===== src/rtl/subservient_pkg.sv =====
// Shared definitions for the subservient Wishbone bus blocks.
//   region_t      : peripheral region carried in CPU address bits [31:30]
//   state_t       : request/response FSM encodings used by bus stages
//   decode_region : maps the two region address bits onto region_t
package subservient_pkg;

  typedef enum logic [1:0] {
    REG_UNMAPPED = 2'b00,
    REG_GPIO     = 2'b01,
    REG_TIMER    = 2'b10,
    REG_EXT      = 2'b11
  } region_t;

  typedef enum logic [1:0] {
    ST_IDLE = 2'b00,
    ST_WAIT = 2'b01,
    ST_RESP = 2'b10
  } state_t;

  function automatic region_t decode_region(input logic [1:0] adr_hi);
    return region_t'(adr_hi);
  endfunction

endpackage


===== src/rtl/subservient_wb_timeout.sv =====
// Saturating wait-state counter for bus timeouts.
//   i_clk, i_rst : clock, synchronous active-high reset
//   i_clr        : return count to zero (has priority over i_en)
//   i_en         : advance by one; holds once TIMEOUT is reached
//   o_expired    : high while the count equals TIMEOUT
module subservient_wb_timeout #(
  parameter int TIMEOUT = 255
) (
  input  logic i_clk,
  input  logic i_rst,
  input  logic i_clr,
  input  logic i_en,
  output logic o_expired
);

  localparam int            CW    = $clog2(TIMEOUT + 1);
  localparam logic [CW-1:0] LIMIT = CW'(TIMEOUT);

  logic [CW-1:0] count;

  always_ff @(posedge i_clk) begin
    if (i_rst || i_clr) begin
      count <= '0;
    end else if (i_en && (count != LIMIT)) begin
      count <= count + CW'(1);
    end
  end

  assign o_expired = (count == LIMIT);

endmodule


===== src/rtl/subservient_periph_decoder.sv =====
// Peripheral decoder and response stage between the SERV data bus and the
// GPIO, timer and external Wishbone slaves.
//   i_wb_cpu_*   : CPU request (adr/dat/sel/we/stb) and response (rdt/ack)
//   o_wb_gpio_*  : GPIO slave request, i_wb_gpio_rdt/ack its response
//   o_wb_timer_* : timer slave request, i_wb_timer_rdt/ack its response
//   o_wb_ext_*   : external slot request, i_wb_ext_rdt/ack its response
//   o_timeout    : sticky flag, set whenever a slave had to be cut off
//
// Handshake: the CPU raises stb and holds adr/dat/sel/we stable until it sees
// a one-cycle ack; rdt is valid only in that ack cycle. Each slave stb stays
// high until the slave acks (or the wait budget runs out); a slave ack counts
// only while its own stb is high.
module subservient_periph_decoder
  import subservient_pkg::*;
#(
  parameter int TIMEOUT = 255
) (
  input  logic        i_wb_clk,
  input  logic        i_wb_rst,
  input  logic [31:0] i_wb_cpu_adr,
  input  logic [31:0] i_wb_cpu_dat,
  input  logic [3:0]  i_wb_cpu_sel,
  input  logic        i_wb_cpu_we,
  input  logic        i_wb_cpu_stb,
  output logic [31:0] o_wb_cpu_rdt,
  output logic        o_wb_cpu_ack,
  output logic        o_wb_gpio_dat,
  output logic        o_wb_gpio_we,
  output logic        o_wb_gpio_stb,
  input  logic        i_wb_gpio_rdt,
  input  logic        i_wb_gpio_ack,
  output logic [31:0] o_wb_timer_dat,
  output logic [3:0]  o_wb_timer_sel,
  output logic        o_wb_timer_we,
  output logic        o_wb_timer_stb,
  input  logic [31:0] i_wb_timer_rdt,
  input  logic        i_wb_timer_ack,
  output logic [29:0] o_wb_ext_adr,
  output logic [31:0] o_wb_ext_dat,
  output logic [3:0]  o_wb_ext_sel,
  output logic        o_wb_ext_we,
  output logic        o_wb_ext_stb,
  input  logic [31:0] i_wb_ext_rdt,
  input  logic        i_wb_ext_ack,
  output logic        o_timeout
);

  state_t      state, state_nxt;
  region_t     region_q;
  region_t     cpu_region;
  logic [31:0] rdt_q, rdt_nxt;
  logic        timeout_q, set_timeout;
  logic        cnt_clr, cnt_en, expired;
  logic        sel_ack;
  logic [31:0] sel_rdt;

  assign cpu_region = decode_region(i_wb_cpu_adr[31:30]);

  subservient_wb_timeout #(
    .TIMEOUT (TIMEOUT)
  ) u_timeout (
    .i_clk     (i_wb_clk),
    .i_rst     (i_wb_rst),
    .i_clr     (cnt_clr),
    .i_en      (cnt_en),
    .o_expired (expired)
  );

  // Response of whichever slave was latched at request time; the others are
  // never looked at, so stray acks from idle slaves cannot end a transfer.
  always_comb begin
    sel_ack = 1'b0;
    sel_rdt = '0;
    case (region_q)
      REG_GPIO: begin
        sel_ack = i_wb_gpio_ack;
        sel_rdt = {31'b0, i_wb_gpio_rdt};
      end
      REG_TIMER: begin
        sel_ack = i_wb_timer_ack;
        sel_rdt = i_wb_timer_rdt;
      end
      REG_EXT: begin
        sel_ack = i_wb_ext_ack;
        sel_rdt = i_wb_ext_rdt;
      end
      default: ;
    endcase
  end

  always_comb begin
    state_nxt   = state;
    rdt_nxt     = rdt_q;
    cnt_clr     = 1'b0;
    cnt_en      = 1'b0;
    set_timeout = 1'b0;
    case (state)
      ST_IDLE: begin
        if (i_wb_cpu_stb) begin
          if (cpu_region == REG_UNMAPPED) begin
            rdt_nxt   = '0;
            state_nxt = ST_RESP;
          end else begin
            cnt_clr   = 1'b1;
            state_nxt = ST_WAIT;
          end
        end
      end
      ST_WAIT: begin
        cnt_en = 1'b1;
        // A slave ack in the expiry cycle still counts as a normal completion.
        if (sel_ack) begin
          rdt_nxt   = sel_rdt;
          state_nxt = ST_RESP;
        end else if (expired) begin
          rdt_nxt     = '0;
          set_timeout = 1'b1;
          state_nxt   = ST_RESP;
        end
      end
      ST_RESP: begin
        state_nxt = ST_IDLE;
      end
      default: begin
        state_nxt = ST_IDLE;
      end
    endcase
  end

  always_ff @(posedge i_wb_clk) begin
    if (i_wb_rst) begin
      state     <= ST_IDLE;
      region_q  <= REG_UNMAPPED;
      rdt_q     <= '0;
      timeout_q <= 1'b0;
    end else begin
      state <= state_nxt;
      rdt_q <= rdt_nxt;
      if (set_timeout) begin
        timeout_q <= 1'b1;
      end
      if ((state == ST_IDLE) && i_wb_cpu_stb) begin
        region_q <= cpu_region;
      end
    end
  end

  assign o_wb_cpu_ack   = (state == ST_RESP);
  assign o_wb_cpu_rdt   = rdt_q;
  assign o_timeout      = timeout_q;

  assign o_wb_gpio_stb  = (state == ST_WAIT) && (region_q == REG_GPIO);
  assign o_wb_timer_stb = (state == ST_WAIT) && (region_q == REG_TIMER);
  assign o_wb_ext_stb   = (state == ST_WAIT) && (region_q == REG_EXT);

  // Request fields go straight through; the CPU holds them until ack.
  assign o_wb_gpio_dat  = i_wb_cpu_dat[0];
  assign o_wb_gpio_we   = i_wb_cpu_we;
  assign o_wb_timer_dat = i_wb_cpu_dat;
  assign o_wb_timer_sel = i_wb_cpu_sel;
  assign o_wb_timer_we  = i_wb_cpu_we;
  assign o_wb_ext_adr   = i_wb_cpu_adr[29:0];
  assign o_wb_ext_dat   = i_wb_cpu_dat;
  assign o_wb_ext_sel   = i_wb_cpu_sel;
  assign o_wb_ext_we    = i_wb_cpu_we;

endmodule


===== config.mk =====
export PLATFORM = sky130hd
export DESIGN_NAME = subservient_periph_decoder
export DESIGN_NICKNAME = d
export VERILOG_FILES = /design/src/rtl/subservient_pkg.sv /design/src/rtl/subservient_wb_timeout.sv /design/src/rtl/subservient_periph_decoder.sv
export SDC_FILE = /design/constraint.sdc
export NUM_CORES = 1
export LEC_CHECK = 0
export CORE_AREA = 2 2 111 113
export DETAILED_ROUTE_END_ITERATION = 8
export DIE_AREA = 0 0 113 115
export PLACE_DENSITY = 0.69
export SYNTH_ARGS = -nofsm -noshare
export SYNTH_HDL_FRONTEND = slang
export SYNTH_SLANG_ARGS = --single-unit

===== constraint.sdc =====
create_clock -name i_wb_clk -period 1.8 [get_ports i_wb_clk]
set_clock_uncertainty 0.15 [all_clocks]
set_input_delay 0.36 -clock i_wb_clk [delete_from_list [all_inputs] [get_ports i_wb_clk]]
set_output_delay 0.36 -clock i_wb_clk [all_outputs]
set_load 0.03 [all_outputs]

==> results of run 1 <==
-- cell usage after synthesis, types with 2 or more instances --
cell type,number
sky130_fd_sc_hd__inv_1,32
sky130_fd_sc_hd__o32ai_1,31
sky130_fd_sc_hd__a22oi_1,32
sky130_fd_sc_hd__nor3b_1,2
sky130_fd_sc_hd__buf_4,107
sky130_fd_sc_hd__and3_1,2
sky130_fd_sc_hd__nor3_1,3
sky130_fd_sc_hd__a2111oi_2,2
sky130_fd_sc_hd__a21oi_1,4
sky130_fd_sc_hd__o211ai_1,2
sky130_fd_sc_hd__xor2_1,3
sky130_fd_sc_hd__buf_6,3
sky130_fd_sc_hd__clkbuf_1,6
sky130_fd_sc_hd__nand3_1,3
sky130_fd_sc_hd__xnor2_1,4
sky130_fd_sc_hd__nand4_1,2
sky130_fd_sc_hd__and2b_1,2
sky130_fd_sc_hd__buf_2,8
sky130_fd_sc_hd__dfxtp_1,45
sky130_fd_sc_hd__mux2i_1,6
sky130_fd_sc_hd__nand2_1,3
sky130_fd_sc_hd__nor2_1,12
-- worst max-delay path: cells and delay by family --
family                 cells  cell delay (ps)
buffers and inverters      2              700
multiplexers               2              370
AO/OA/AOI/OAI              2              360
-- power groups by stage --
stage | clock network, W | logic [W] | registers, W
floorplan | 0 | 0.000630 | 0.00105
global placement | 0 | 0.000445 | 0.00105
detailed placement | 0 | 0.000453 | 0.00105
CTS | 0.00108 | 0.000471 | 0.00103
global route | 0.00112 | 0.000535 | 0.00103
finish | 0.00105 | 0.000504 | 0.00103
-- kinds of logic after synthesis --
group	Yosys count	synth area share, %
AOI/OAI and AO/OA	78	22.1
xor gates and xnor gates	7	2.11
adders and majority gates	1	0.431
buffers and inverters	157	35.3
DFF	45	31.1
muxes	7	2.46
and+or+nand+nor	35	6.56
-- cells in the final DEF, fill, tap and decap left out, drive strengths merged, types with 3 or more instances in the layout --
master,count
a21oi,5
inv,32
dlygate4sd2,33
clkbuf,7
xor2,3
nor2,12
a22oi,32
o32ai,31
clkdlybuf4s50,72
mux2i,6
xnor2,4
nor3,3
nand3,3
nand2,3
dfxtp,45
buf,31
nor3b,3
-- final cells by class --
type / count / area (um2)
Clock inverter: 3 / 46.3
Tap cell: 147 / 184
Fill cell: 1236 / 8060
Multi-Input combinational cell: 128 / 1030
Timing Repair Buffer: 138 / 1330
Sequential cell: 45 / 911
Inverter: 32 / 120
Clock buffer: 5 / 125
-- registers in the layout, indices dropped and copies added, names as in the netlist --
| name | cells |
|---|---|
| o_timeout | 1 |
| o_wb_cpu_rdt | 32 |
| region_q | 2 |
| state | 2 |
| u_timeout.count | 8 |
-- layer usage --
layer  share of wire (%)  GRT usage, %  vias to the layer above
met2                  47          17.3                      142
li1                    -             -                     1091
met3                 9.1          3.58                       24
met5                   0             0                        -
met1                  41          12.5                     1067
met4                 2.1          5.45                        0
-- timing repair --
action                     in CTS  in global routing
gates resized for setup        43                 16
setup endpoints to repair      37                 28
gates cloned                    0                  1
pin swaps                       2                  4
setup buffers                   6                  3
-- per-stage QoR --
step	instances	total power (W)	instance area [um2]	setup TNS, ps
2_1_floorplan	330	0.00168	2910	0
3_5_place_dp	482	0.00150	3480	-5840
5_1_grt	498	0.00269	3750	-128
6_report	498	0.00259	3750	0
3_3_place_gp	482	0.00150	3480	-5230
4_1_cts	496	0.00258	3680	-54.2
-- path summary, 6_finish.rpt --
| path | startpoint | endpoint | slack (ps) | cells past startpoint |
|---|---|---|---|---|
| setup / recovery | i_wb_ext_ack | o_wb_cpu_rdt[6] | 20 | 6 |
| hold / removal | o_wb_cpu_rdt[11] | o_wb_cpu_rdt[11] | 320 | 2 |
| setup reg to reg | state[1] | o_wb_cpu_rdt[6] | 40 | 7 |
| hold reg to reg | o_wb_cpu_rdt[11] | o_wb_cpu_rdt[11] | 320 | 2 |
==> flow_summary.yaml, run 1 <==
detailed_routing:
  detailedRoute.firstIterationViolations: 166
  drt-wirelength-per-cell_um: 15.7
  final_antenna_net_count: 0
  tritonroute_pass_1_iters: 9
  vias_after_detailed_routing: 2324
  vias_per_cell: 4.67
  finalWirelength_mm: 7.81
  drt_drc_violations_left: 18
sta:
  minimum_setup_slack_in_the_final_design_ps: 17.5
  finalHoldWorstSlack_ps: 322
  finalSetupViolations: 0
  report.final.slew_viol_count: 0
  final.period_utilization_pct: 99.0
  report.final.hold_viol_count: 0
  period_minus_slack_ps: 1780
  relSlewSlack_pct: 76.6
  max_clock_freq_mhz: 561
  grt_setup_unrepaired: "yes"
  worst_slew_pin_slew_ps: 351
clock_tree:
  clk_latency_ps: 280
  count_of_hold_buffers_inserted_by_post_cts_repair: 0
  cts.reportedPaths.clkPinSlew_ps: 60
  clock_tree.root_cell: "sky130_fd_sc_hd__clkbuf_16"
  tritoncts_num_sinks: 45
  clock_tree.buffer_depth: 2
  cts_max_level: 2
  cts_inserted_buffers: 5
  cts_tree: "yes"
logic_synthesis:
  postSynthNetCount: 471
  ys_seq_elements: 45
  netlist.top_cell.by_area: "sky130_fd_sc_hd__dfxtp_1"
  synth_edf_count: 0
  synth.area.top_cells: "sky130_fd_sc_hd__dfxtp_1 31%, sky130_fd_sc_hd__buf_4 28%, sky130_fd_sc_hd__o32ai_1 9.4%"
  synthDistinctLibCells: 38
  yosysWarningCount: 0
  asyncSetResetFlopFracSynth_pct: 0
  avgSynthCellArea_um2: 8.79
  synthCells: 330
  seq_area_frac_synth_pct: 31.1
  mappedNetlistArea_um2: 2900
  ys.flop_type: "sky130_fd_sc_hd__dfxtp_1"
  yosysTopAreaCellShare_pct: 31.1
setup_path:
  timing.setup.critical_path_class: "primary input to flip-flop"
  worst_path_largest_cell_delay_ps: 470
  cp.arrival_ps: 1790
  timing.critical_path.slowest_stage_cell: "sky130_fd_sc_hd__clkdlybuf4s50_1"
  critPathCaptureType: "flip-flop"
  worstPathCellList: "clkdlybuf4s50_1 -> mux2i_1 -> mux2_4 -> a21oi_4 -> clkbuf_16 -> o32ai_1"
  crit_required_ps: 1810
  path_max_fanout: 7
  setup.worst_path.start_class: "primary input"
layout:
  final_util_pct: 31.7
  post_route_cells_drive_above_1_share_pct: 17.9
  fin_nets: 491
  layout-area-overhead-vs-synth_pct: 29.3
  antenna-diode-count: 0
floorplan:
  design.die.area_um2: 13000
  floorplan.die.width_um: 113
  core.rowCount: 40
  io_pins: 283
  core_area_um2: 11800
  floorplan.initialDensity_pct: 24.6
  die_height_um: 115
hold_path:
  min_path_type: "flip-flop to flip-flop"
pwr:
  p_int_w: 0.00196
  leak_nw: 1.38
  pwr_density_cell_nw_per_um2: 689
  power.clock.fraction_pct: 40.6
  switching_share_pct: 24.0
  irDropWorstVdd_v: 0.000344
  comb_power_share_pct: 19.5
  reported_net_switching_power_w: 0.000622
  share_seq_of_total_power_pct: 39.9
global_routing:
  grtUsageTotal_pct: 10.6
  grt_antenna_before_repair: 0
  grt_pass1_vias: 2227
  grt_start_max_net_pins: 29
  global_route.overflow_total: 0
  wire_length_of_the_first_global_routing_pass_mm: 11.0
outcome:
  status: "complete, but fails checks"
  failed_checks: "design-rule violations"
placed_design:
  dp_hpwl_mm: 5.50
  routabilityCongestion: 0.750
  place_ws_ps: -197
  io_buffers: 109
flow_run:
  max_cap_viol_count: 0
Power figures use the tool's default switching activity.
==> run 2, diff against run 1 <==
--- a/config.mk
+++ b/config.mk
@@ -8,6 +8,7 @@
 export CORE_AREA = 2 2 111 113
 export DETAILED_ROUTE_END_ITERATION = 8
 export DIE_AREA = 0 0 113 115
+export GPL_TIMING_DRIVEN = 0
 export PLACE_DENSITY = 0.69
 export SYNTH_ARGS = -nofsm -noshare
 export SYNTH_HDL_FRONTEND = slang
==> constraint.sdc (replaced) <==
create_clock -name i_wb_clk -period 1.8 [get_ports i_wb_clk]
set_clock_uncertainty 0.15 [all_clocks]
set_input_delay 0.45 -clock i_wb_clk [delete_from_list [all_inputs] [get_ports i_wb_clk]]
set_output_delay 0.45 -clock i_wb_clk [all_outputs]
set_load 0.03 [all_outputs]
==> run 2 against run 1 <==
  * The flow finishes with violations (design-rule violations, negative setup slack)
  * Combinational power rose by 140%
  * Worst setup slack got worse by 110 ps
  * Utilization rose by 17 points
  * First-iteration DRC count fell by 28%
  * Highest routed layer unchanged
  * Wire length rose by 26%
==> flow_summary.yaml, run 2 (synthesis results as in run 1) <==
sta:
  report.final.slew_viol_count: 0
  finalSetupViolations: 2
  finalHoldWorstSlack_ps: 315
  period_minus_slack_ps: 1890
  final.period_utilization_pct: 105
  max_clock_freq_mhz: 529
  minimum_setup_slack_in_the_final_design_ps: -88.7
  setup-tns-final_ps: -162
  worst_slew_pin_slew_ps: 559
  grt_setup_unrepaired: "yes"
  report.final.hold_viol_count: 0
  relSlewSlack_pct: 62.7
clock_tree:
  count_of_hold_buffers_inserted_by_post_cts_repair: 0
  cts_inserted_buffers: 5
  clock_tree.root_cell: "sky130_fd_sc_hd__clkbuf_16"
  tritoncts_num_sinks: 45
  cts_tree: "yes"
  clk_latency_ps: 290
  cts.reportedPaths.clkPinSlew_ps: 70
  clock_tree.buffer_depth: 2
  cts_max_level: 2
floorplan:
  core_area_um2: 11800
  floorplan.initialDensity_pct: 24.6
  design.die.area_um2: 13000
  core.rowCount: 40
  die_height_um: 115
  io_pins: 283
  floorplan.die.width_um: 113
layout:
  flip_flop_count_of_the_largest_register_after_layout: 32
  fin_nets: 711
  post_layout_cell_count: 718
  antenna-diode-count: 0
  final_cell_mix: "156 x sky130_fd_sc_hd__clkdlybuf4s50_1, 124 x sky130_fd_sc_hd__buf_4, 42 x sky130_fd_sc_hd__dfxtp_1"
  post_route_cells_drive_above_1_share_pct: 30.8
  final_util_pct: 48.4
  mostFrequentLayoutCell: "sky130_fd_sc_hd__clkdlybuf4s50_1"
  layout-area-overhead-vs-synth_pct: 97.2
pwr:
  leak_nw: 2.52
  irDropWorstVdd_v: 0.000334
  pwr_density_cell_nw_per_um2: 600
hold_path:
  hold_end: "o_wb_cpu_rdt[28]"
  holdPathStages: 2
  min_path_type: "flip-flop to flip-flop"
  hold_path_startpoint: "o_wb_cpu_rdt[28]"
setup_path:
  setup.worst_path.start_class: "flip-flop"
  reg2reg_depth: 7
  crit_required_ps: 1200
  timing.setup.critical_path_class: "flip-flop to primary output"
  setup.worst_path.start: "state[1]"
  setup_slack_of_the_worst_register_to_register_path_ps: 60
  critPathCaptureType: "primary output"
  worst_r2r_endpoint: "o_wb_cpu_rdt[11]"
  cp.arrival_ps: 1290
  r2r-start: "region_q[1]"
  path_max_fanout: 5
detailed_routing:
  vias_after_detailed_routing: 3111
  finalWirelength_mm: 9.82
  drt_drc_violations_left: 18
  final_antenna_net_count: 0
  detailedRoute.firstIterationViolations: 119
  vias_per_cell: 4.33
  tritonroute_pass_1_iters: 7
  drt-wirelength-per-cell_um: 13.7
global_routing:
  wire_length_of_the_first_global_routing_pass_mm: 14.3
  grt_antenna_before_repair: 0
  grt_start_max_net_pins: 16
  grtUsageTotal_pct: 13.5
  grt_pass1_vias: 2962
  global_route.overflow_total: 0
placed_design:
  dp_cells: 692
  io_buffers: 215
  place_ws_ps: -865
  routabilityCongestion: 0.778
  dp_hpwl_mm: 7.58
flow_run:
  max_cap_viol_count: 0
outcome:
  status: "complete, but fails checks"
  failed_checks: "design-rule violations, negative setup slack"
## run 2: cell types whose count changed in the layout (fill, tap and decap cells not counted), sizes merged
cell           previous run  this run
buf                      31       139
inv                      32        33
clkinvlp                  1         0
clkdlybuf4s50            72       156
dlygate4sd2              33        38
clkbuf                    7        13
clkinv                    1         0
bufinv                    1         2
dlymetal6s2s              0        17
## run 2: worst max-delay path by stage
stage / slack [ps] / end / depth (start not counted)
global placement: -850 / o_wb_timer_stb / 4
finish: -90 / o_wb_timer_stb / 4
detailed placement: -870 / o_wb_timer_stb / 4
global route: -130 / o_wb_timer_stb / 4
floorplan: 70 / o_wb_timer_stb / 3
CTS: -110 / o_wb_timer_stb / 4
## run 2: cell type report
| cell class | count | area [um2] |
|---|---|---|
| Fill cell | 1102 | 6090 |
| Timing Repair Buffer | 235 | 2320 |
| Multi-Input combinational cell | 128 | 1080 |
| Buffer | 123 | 922 |
| Sequential cell | 45 | 907 |
| Tap cell | 147 | 184 |
| Clock buffer | 5 | 125 |
| Inverter | 32 | 120 |
| Clock inverter | 3 | 68.8 |
## run 2: metrics by stage
stage	cell area, um2	power [W]
after floorplan	2910	0.00168
after global placement	5240	0.00212
after detailed placement	5240	0.00214
after CTS	5570	0.00342
after global routing	5720	0.00357
final	5720	0.00343
## run 2: report_power, final
part	switching (W)	total, W	internal, W
Clock	0.000401	0.00120	0.000801
Sequential	0.0000143	0.00103	0.00101
Combinational	0.000549	0.00120	0.000655
Total	0.000964	0.00343	0.00247
## run 2: repair_timing
action	4_1_cts	5_1_grt
pin swaps	5	5
gates cloned	2	0
buffers inserted	11	8
gates resized for setup	88	39
setup endpoints to repair	75	54
## run 2: critical path: stages (launching register included)
cell	delay, ps
sky130_fd_sc_hd__dfxtp_2	330
sky130_fd_sc_hd__nand2b_4	170
sky130_fd_sc_hd__nor3b_4	240
sky130_fd_sc_hd__buf_6	140
sky130_fd_sc_hd__buf_6	120
## run 2: metal layers
layer	vias to the layer above	global-route usage [%]	part of all wire, %	wire length [um]
li1	1526	-	-	-
met1	1407	15.4	37	3610
met2	164	25.0	52	5090
met3	14	3.53	9.9	972
met4	0	3.82	1.5	146
met5	-	0	0	0
==> run 3, diff against run 2 <==
--- a/config.mk
+++ b/config.mk
@@ -5,6 +5,7 @@
 export SDC_FILE = /design/constraint.sdc
 export NUM_CORES = 1
 export LEC_CHECK = 0
+export CAP_MARGIN = 20
 export CORE_AREA = 2 2 111 113
 export DETAILED_ROUTE_END_ITERATION = 8
 export DIE_AREA = 0 0 113 115
==> results of run 3 <==
Final layout, timing and power as in run 2 (identical DEF).
